<file path="src/rtl/arith_pkg.sv">
// Shared constants and types for the multi-cycle wide arithmetic datapath.
// Holds operand/slice widths, slice count, slice-index width and FSM states.
package arith_pkg;

    localparam int WIDTH  = 256;
    localparam int CHUNK  = 32;
    localparam int NCHUNK = WIDTH / CHUNK;
    localparam int IDX_W  = (NCHUNK > 1) ? $clog2(NCHUNK) : 1;

    typedef enum logic {
        IDLE = 1'b0,
        RUN  = 1'b1
    } state_t;

endpackage

</file>
<file path="src/rtl/sub_chunk.sv">
// Combinational W-bit subtract-with-borrow slice: d = a - b - bi, bo = borrow.
// Ports: a, b (W), bi (1) in; d (W), bo (1) out.
module sub_chunk
    import arith_pkg::*;
#(
    parameter int W = CHUNK
) (
    input  logic [W-1:0] a,
    input  logic [W-1:0] b,
    input  logic         bi,
    output logic [W-1:0] d,
    output logic         bo
);

    logic [W:0] res;

    // Widened by one bit: the MSB of the wrapped result is the borrow-out.
    always_comb begin
        res = {1'b0, a} - {1'b0, b} - {{W{1'b0}}, bi};
        d   = res[W-1:0];
        bo  = res[W];
    end

endmodule

</file>
<file path="src/rtl/subtractor_256bit.sv">
// Multi-cycle WIDTH-bit subtractor, one CHUNK slice per cycle, LSB first.
// Ports: clk, rst (sync, high), start, din_one (A), din_two (B), bin in;
//        diff, bout, busy, done (1-cycle pulse) out.
module subtractor_256bit
    import arith_pkg::*;
(
    input  logic             clk,
    input  logic             rst,
    input  logic             start,
    input  logic [WIDTH-1:0] din_one,
    input  logic [WIDTH-1:0] din_two,
    input  logic             bin,
    output logic [WIDTH-1:0] diff,
    output logic             bout,
    output logic             busy,
    output logic             done
);

    state_t             state_q, state_d;
    logic [IDX_W-1:0]   idx_q, idx_d;
    logic [WIDTH-1:0]   a_q, a_d;
    logic [WIDTH-1:0]   b_q, b_d;
    logic               brw_q, brw_d;
    logic [WIDTH-1:0]   diff_q, diff_d;
    logic               bout_q, bout_d;
    logic               busy_q, busy_d;
    logic               done_q, done_d;

    logic [CHUNK-1:0]   a_sl;
    logic [CHUNK-1:0]   b_sl;
    logic [CHUNK-1:0]   d_sl;
    logic               bo_sl;

    always_comb begin
        a_sl = a_q[int'(idx_q)*CHUNK +: CHUNK];
        b_sl = b_q[int'(idx_q)*CHUNK +: CHUNK];
    end

    sub_chunk #(
        .W (CHUNK)
    ) u_sub_chunk (
        .a  (a_sl),
        .b  (b_sl),
        .bi (brw_q),
        .d  (d_sl),
        .bo (bo_sl)
    );

    always_comb begin
        state_d = state_q;
        idx_d   = idx_q;
        a_d     = a_q;
        b_d     = b_q;
        brw_d   = brw_q;
        diff_d  = diff_q;
        bout_d  = bout_q;
        busy_d  = busy_q;
        done_d  = 1'b0;
        unique case (state_q)
            IDLE: begin
                if (start) begin
                    a_d     = din_one;
                    b_d     = din_two;
                    brw_d   = bin;
                    idx_d   = '0;
                    busy_d  = 1'b1;
                    state_d = RUN;
                end
            end
            RUN: begin
                diff_d[int'(idx_q)*CHUNK +: CHUNK] = d_sl;
                brw_d = bo_sl;
                idx_d = idx_q + 1'b1;
                if (idx_q == IDX_W'(NCHUNK - 1)) begin
                    bout_d  = bo_sl;
                    done_d  = 1'b1;
                    busy_d  = 1'b0;
                    idx_d   = '0;
                    state_d = IDLE;
                end
            end
            default: state_d = IDLE;
        endcase
    end

    always_ff @(posedge clk) begin
        if (rst) begin
            state_q <= IDLE;
            idx_q   <= '0;
            a_q     <= '0;
            b_q     <= '0;
            brw_q   <= 1'b0;
            diff_q  <= '0;
            bout_q  <= 1'b0;
            busy_q  <= 1'b0;
            done_q  <= 1'b0;
        end else begin
            state_q <= state_d;
            idx_q   <= idx_d;
            a_q     <= a_d;
            b_q     <= b_d;
            brw_q   <= brw_d;
            diff_q  <= diff_d;
            bout_q  <= bout_d;
            busy_q  <= busy_d;
            done_q  <= done_d;
        end
    end

    assign diff = diff_q;
    assign bout = bout_q;
    assign busy = busy_q;
    assign done = done_q;

endmodule

</file>
<file path="config.mk">
export PLATFORM = sky130hd
export DESIGN_NAME = subtractor_256bit
export DESIGN_NICKNAME = d
export VERILOG_FILES = /design/src/rtl/arith_pkg.sv /design/src/rtl/sub_chunk.sv /design/src/rtl/subtractor_256bit.sv
export SDC_FILE = /design/constraint.sdc
export NUM_CORES = 2
export LEC_CHECK = 0
export ABC_AREA = 0
export BUFFER_PORTS_ARGS = -buffer_cell sky130_fd_sc_hd__buf_4
export CORE_AREA = 5 5 295 297
export CTS_CLUSTER_DIAMETER = 30
export DETAILED_ROUTE_END_ITERATION = 16
export DIE_AREA = 0 0 300 302
export PLACE_DENSITY = 0.61
export SLEW_MARGIN = 20
export SYNTH_ARGS = -nofsm -noshare
export SYNTH_HDL_FRONTEND = slang
export SYNTH_SLANG_ARGS = --single-unit
</file>
<file path="constraint.sdc">
create_clock -name clk -period 6.85 [get_ports clk]
set_input_delay 0.685 -clock clk [delete_from_list [all_inputs] [get_ports clk]]
set_output_delay 0.685 -clock clk [all_outputs]
set_load 0.01 [all_outputs]
</file>
==> results by group <==
Run status
  – Outcome: finished, final reports clean

Power
  – Switching portion of total power: roughly 28%
  – Cell internal pwr: 11,500 uW
  – Register share of total power: a little under a third
  – Fraction of power consumed by combinational cells: roughly 16%
  – Maximum VDD drop: 0.000246 V
  – Static Leakage: roughly 0.019 uW
  – Switching power: between 4000 and 5000 uW
  – Pwr/cell area: roughly 350 nW/um2
  – Clock network fraction of design power: a little over half

Logic synthesis
  – Count of yosys warnings during synthesis: 0
  – Asr flop ratio synth: 0%
  – Number of enable flip-flop cells after synthesis: 0
  – Synthesis-stage register bit count: around 780
  – Mean instance size in the synthesized netlist: approximately 8.3 um2
  – Sequential-to-total area share from yosys stat: 47.4%
  – Number of distinct library cell variants in the gate-level netlist after synthesis: 62
  – Commonest register cell after synthesis: sky130_fd_sc_hd__dfxtp_1
  – Netlist area before placement: between 30,000 and 40,000 um2
  – Synth Instances: about 4,000
  – Post-synth net total: roughly 4,500

Floorplanning
  – Initial cell density of the core: between 30% and 40%
  – Core area: 84,300 um2
  – Number of placement rows: approximately 110
  – Die H: 302 um
  – Horizontal extent of the die: roughly 300 um
  – Die ar.: around 91,000 um2
  – Number of I/O pins: ~780

Drt
  – Via count: roughly 31,000
  – Number of vias per cell: 5.33
  – WL met1: between 50,000 and 60,000 um
  – Detailed-routed wire length on met3: roughly 10,000 um
  – Detailed-routed wire length on met2: roughly 64,000 um
  – Top routing layer in use: met5
  – DR DRC count: 0
  – Total Wirelength: roughly 130,000 um
  – Antenna Nets Post-Route: 0
  – DRC violation total after the first TritonRoute iteration: 2,986
  – Length of the first detailed-routing pass in iterations: 6
  – Routed length per placed instance: 22.6 um

Global route
  – Aggregate global routing overflow: 0
  – First-pass GRT wire length: between 150,000 and 200,000 um
  – Maximum number of pins on one net before global-route repair: roughly 230
  – Antenna violations before repair: 5
  – Overall Global Routing Usage: around 28%
  – Via count of the first global-routing pass: between 20,000 and 30,000

STA
  – RSZ-0062 raised after global routing: no
  – Minimum setup slack in the final design: about 1600 ps
  – Final worst path period share: approximately 77%
  – Min Tclk post-route: roughly 5300 ps
  – Count of final hold-check violations: 0
  – Peak clock frequency supported by timing: ~190 MHz
  – Max Transition Viols Final: 0
  – Worst-Margin Slew: about 1100 ps
  – Setup TNS: 0 ps
  – Max-Slew Margin vs Limit: 26.3%
  – Setup Skew: ~52 ps
  – Number of setup violations in the final report: 0

Place
  – Port bufs: between 700 and 800
  – Placed instance count: 5,552
  – RD Place Congestion: approximately 0.87
  – Pre-CTS WS: 1540 ps
  – Detail Placement HPWL: 96,300 um
  – Area after detailed placement: roughly 39,000 um2

Cells and area
  – Footprint of the multi-input gates: roughly 16,000 um2
  – Number of cells in the finished layout apart from fillers: 5,847
  – Post-layout utilization of the core: a little over half
  – Share of cells above drive strength 1: a little over a quarter
  – Final net count: 5,211
  – Post-route cell area: ~45,000 um2
  – Commonest non-fill, non-tap cells in the layout: sky130_fd_sc_hd__nand2_1, sky130_fd_sc_hd__buf_4, sky130_fd_sc_hd__dfxtp_1
  – Most common cell after layout, fill and taps aside: sky130_fd_sc_hd__nand2_1
  – Area Growth Syn to Fin: 38.5%
  – Sequential cell area: 15,500 um2
  – Fill cell instance count of the final layout: a little under 8,000

Worst setup path
  – Critical path cell sequence: buf_12, mux4_2, mux2i_1, ha_1, inv_1, ha_1, a21o_1, a21o_1, a221o_1, a31oi_1, o221ai_1, a221oi_2, o311a_1, nor4_1, a211o_1
  – Critical path's largest stage delay: 600 ps
  – Kind of capture point of the worst setup path: flip-flop
  – CP Class: flip-flop to flip-flop
  – Required time at the endpoint of the critical path: 7450 ps
  – Largest fanout on the critical path: 54
  – Arrival time of the worst setup path: a little under 6000 ps
  – Startpoint Class: flip-flop
  – CP max-delay cell: sky130_fd_sc_hd__mux4_2

Clock network
  – Cts repair resizes: 0
  – CTS clock-pin slew for the worst setup and hold paths: 50 ps
  – H-tree levels: 4
  – Number of clock buffers inserted by TritonCTS: roughly 160
  – Clock root buffer: sky130_fd_sc_hd__clkbuf_16
  – # clock sinks: 776
  – Post-CTS setup repair buffer count: 0
  – TritonCTS clock tree: built
  – Number of hold-repair buffers added at the cts stage: 0
  – Longest Clk Path Bufs: 3
  – Worst skew pair latency: ~740 ps

Hold path
  – Worst min-delay path class: input port to flip-flop

Job
  – Max-cap viol count: 0
==> power groups by stage <==
stage / sequential (uW) / clock, uW / combinational [uW]
6_report: 4880 / 8460 / 2590
4_1_cts: 4880 / 8540 / 2590
2_1_floorplan: 4910 / 0 / 1310
3_5_place_dp: 4960 / 0 / 2580
5_1_grt: 4890 / 8790 / 2780
3_3_place_gp: 4960 / 0 / 2580
==> sequential cells by signal (all words and copies together), names as in the netlist <==
| signal | flops |
|---|---|
| done | 1 |
| brw_q | 1 |
| b_q | 256 |
| bout | 1 |
| a_q | 256 |
| diff | 256 |
| idx_q | 3 |
| busy | 1 |
| state_q | 1 |
==> synth_stat cells (all sizes together) (2+ instances only) <==
| cell | instances | area [um2] |
|---|---|---|
| nor3 | 35 | 175 |
| nand3b | 58 | 435 |
| a21o | 19 | 143 |
| mux2i | 32 | 320 |
| o21a | 8 | 60.1 |
| o2111ai | 3 | 26.3 |
| nor3b | 5 | 37.5 |
| a2111oi | 2 | 18.8 |
| dfxtp | 776 | 15500 |
| or3 | 5 | 31.3 |
| nand2 | 1286 | 4830 |
| or4 | 6 | 45.0 |
| a22oi | 84 | 631 |
| nand3 | 23 | 115 |
| inv | 70 | 263 |
| o21ai | 66 | 330 |
| xor2 | 10 | 87.6 |
| or2 | 2 | 12.5 |
| a211o | 3 | 26.3 |
| fa | 2 | 40.0 |
| mux4 | 128 | 2880 |
| o211ai | 9 | 67.6 |
| a31oi | 7 | 43.8 |
| xnor2 | 18 | 165 |
| nor4 | 4 | 25.0 |
| ha | 67 | 838 |
| a221oi | 2 | 30.0 |
| nor2 | 193 | 724 |
| o21bai | 2 | 15.0 |
| nand2b | 6 | 37.5 |
| nor2b | 8 | 50.1 |
| clkbuf | 279 | 1050 |
| a211oi | 4 | 30.0 |
| nand4 | 2 | 12.5 |
| and3 | 5 | 31.3 |
| a21oi | 651 | 3260 |
| buf | 31 | 121 |
| and2 | 8 | 50.1 |
==> critical path: cells and delay by family (launching register included) <==
kind	cells	cell delay, ps
flops	1	540
simple gates	1	100
fa+ha+maj	2	570
mux	2	800
buf+inv	2	470
compound gates	8	2640
==> kinds of logic after synthesis <==
| family | Yosys count | synth area share [%] |
|---|---|---|
| buf+inv | 380 | 4.37 |
| xor+xnor | 28 | 0.772 |
| simple gates | 1650 | 20.3 |
| flops | 776 | 47.4 |
| compound gates | 872 | 14.6 |
| fa+ha+maj | 69 | 2.68 |
| mux | 161 | 9.81 |
==> routing by layer <==
metal  vias up  GRT usage (%)
li1      14698              -
met1     14920           36.0
met2      1297           46.3
met3       224           5.96
met4         4           9.42
met5         -              0
==> cell type report <==
cell class | instances | area share (%)
multi-input combinational | 2780 | 34.9
sequential | 776 | 34.3
timing repair buffer | 836 | 14.0
clock buffer | 211 | 9.97
clock inverter | 82 | 3.23
tap | 1090 | 3.01
inverter | 70 | 0.582
antenna | 2 | 0.0110
==> final timing paths <==
kind,startpoint,end,slack [ps],cells after the start
max,idx_q[0],diff[157],1550,15
max reg2reg,idx_q[0],diff[157],1550,15
min reg2reg,b_q[64],b_q[64],450,2
min,din_two[254],b_q[254],200,3
==> through the flow <==
stage / hold WS, ps / power, uW
after floorplan: 433 / 6220
after global placement: 439 / 7530
after detailed placement: 443 / 7540
final: 203 / 15900
after global routing: 181 / 16500
after CTS: 155 / 16000
(Power assumes the default switching activity.)
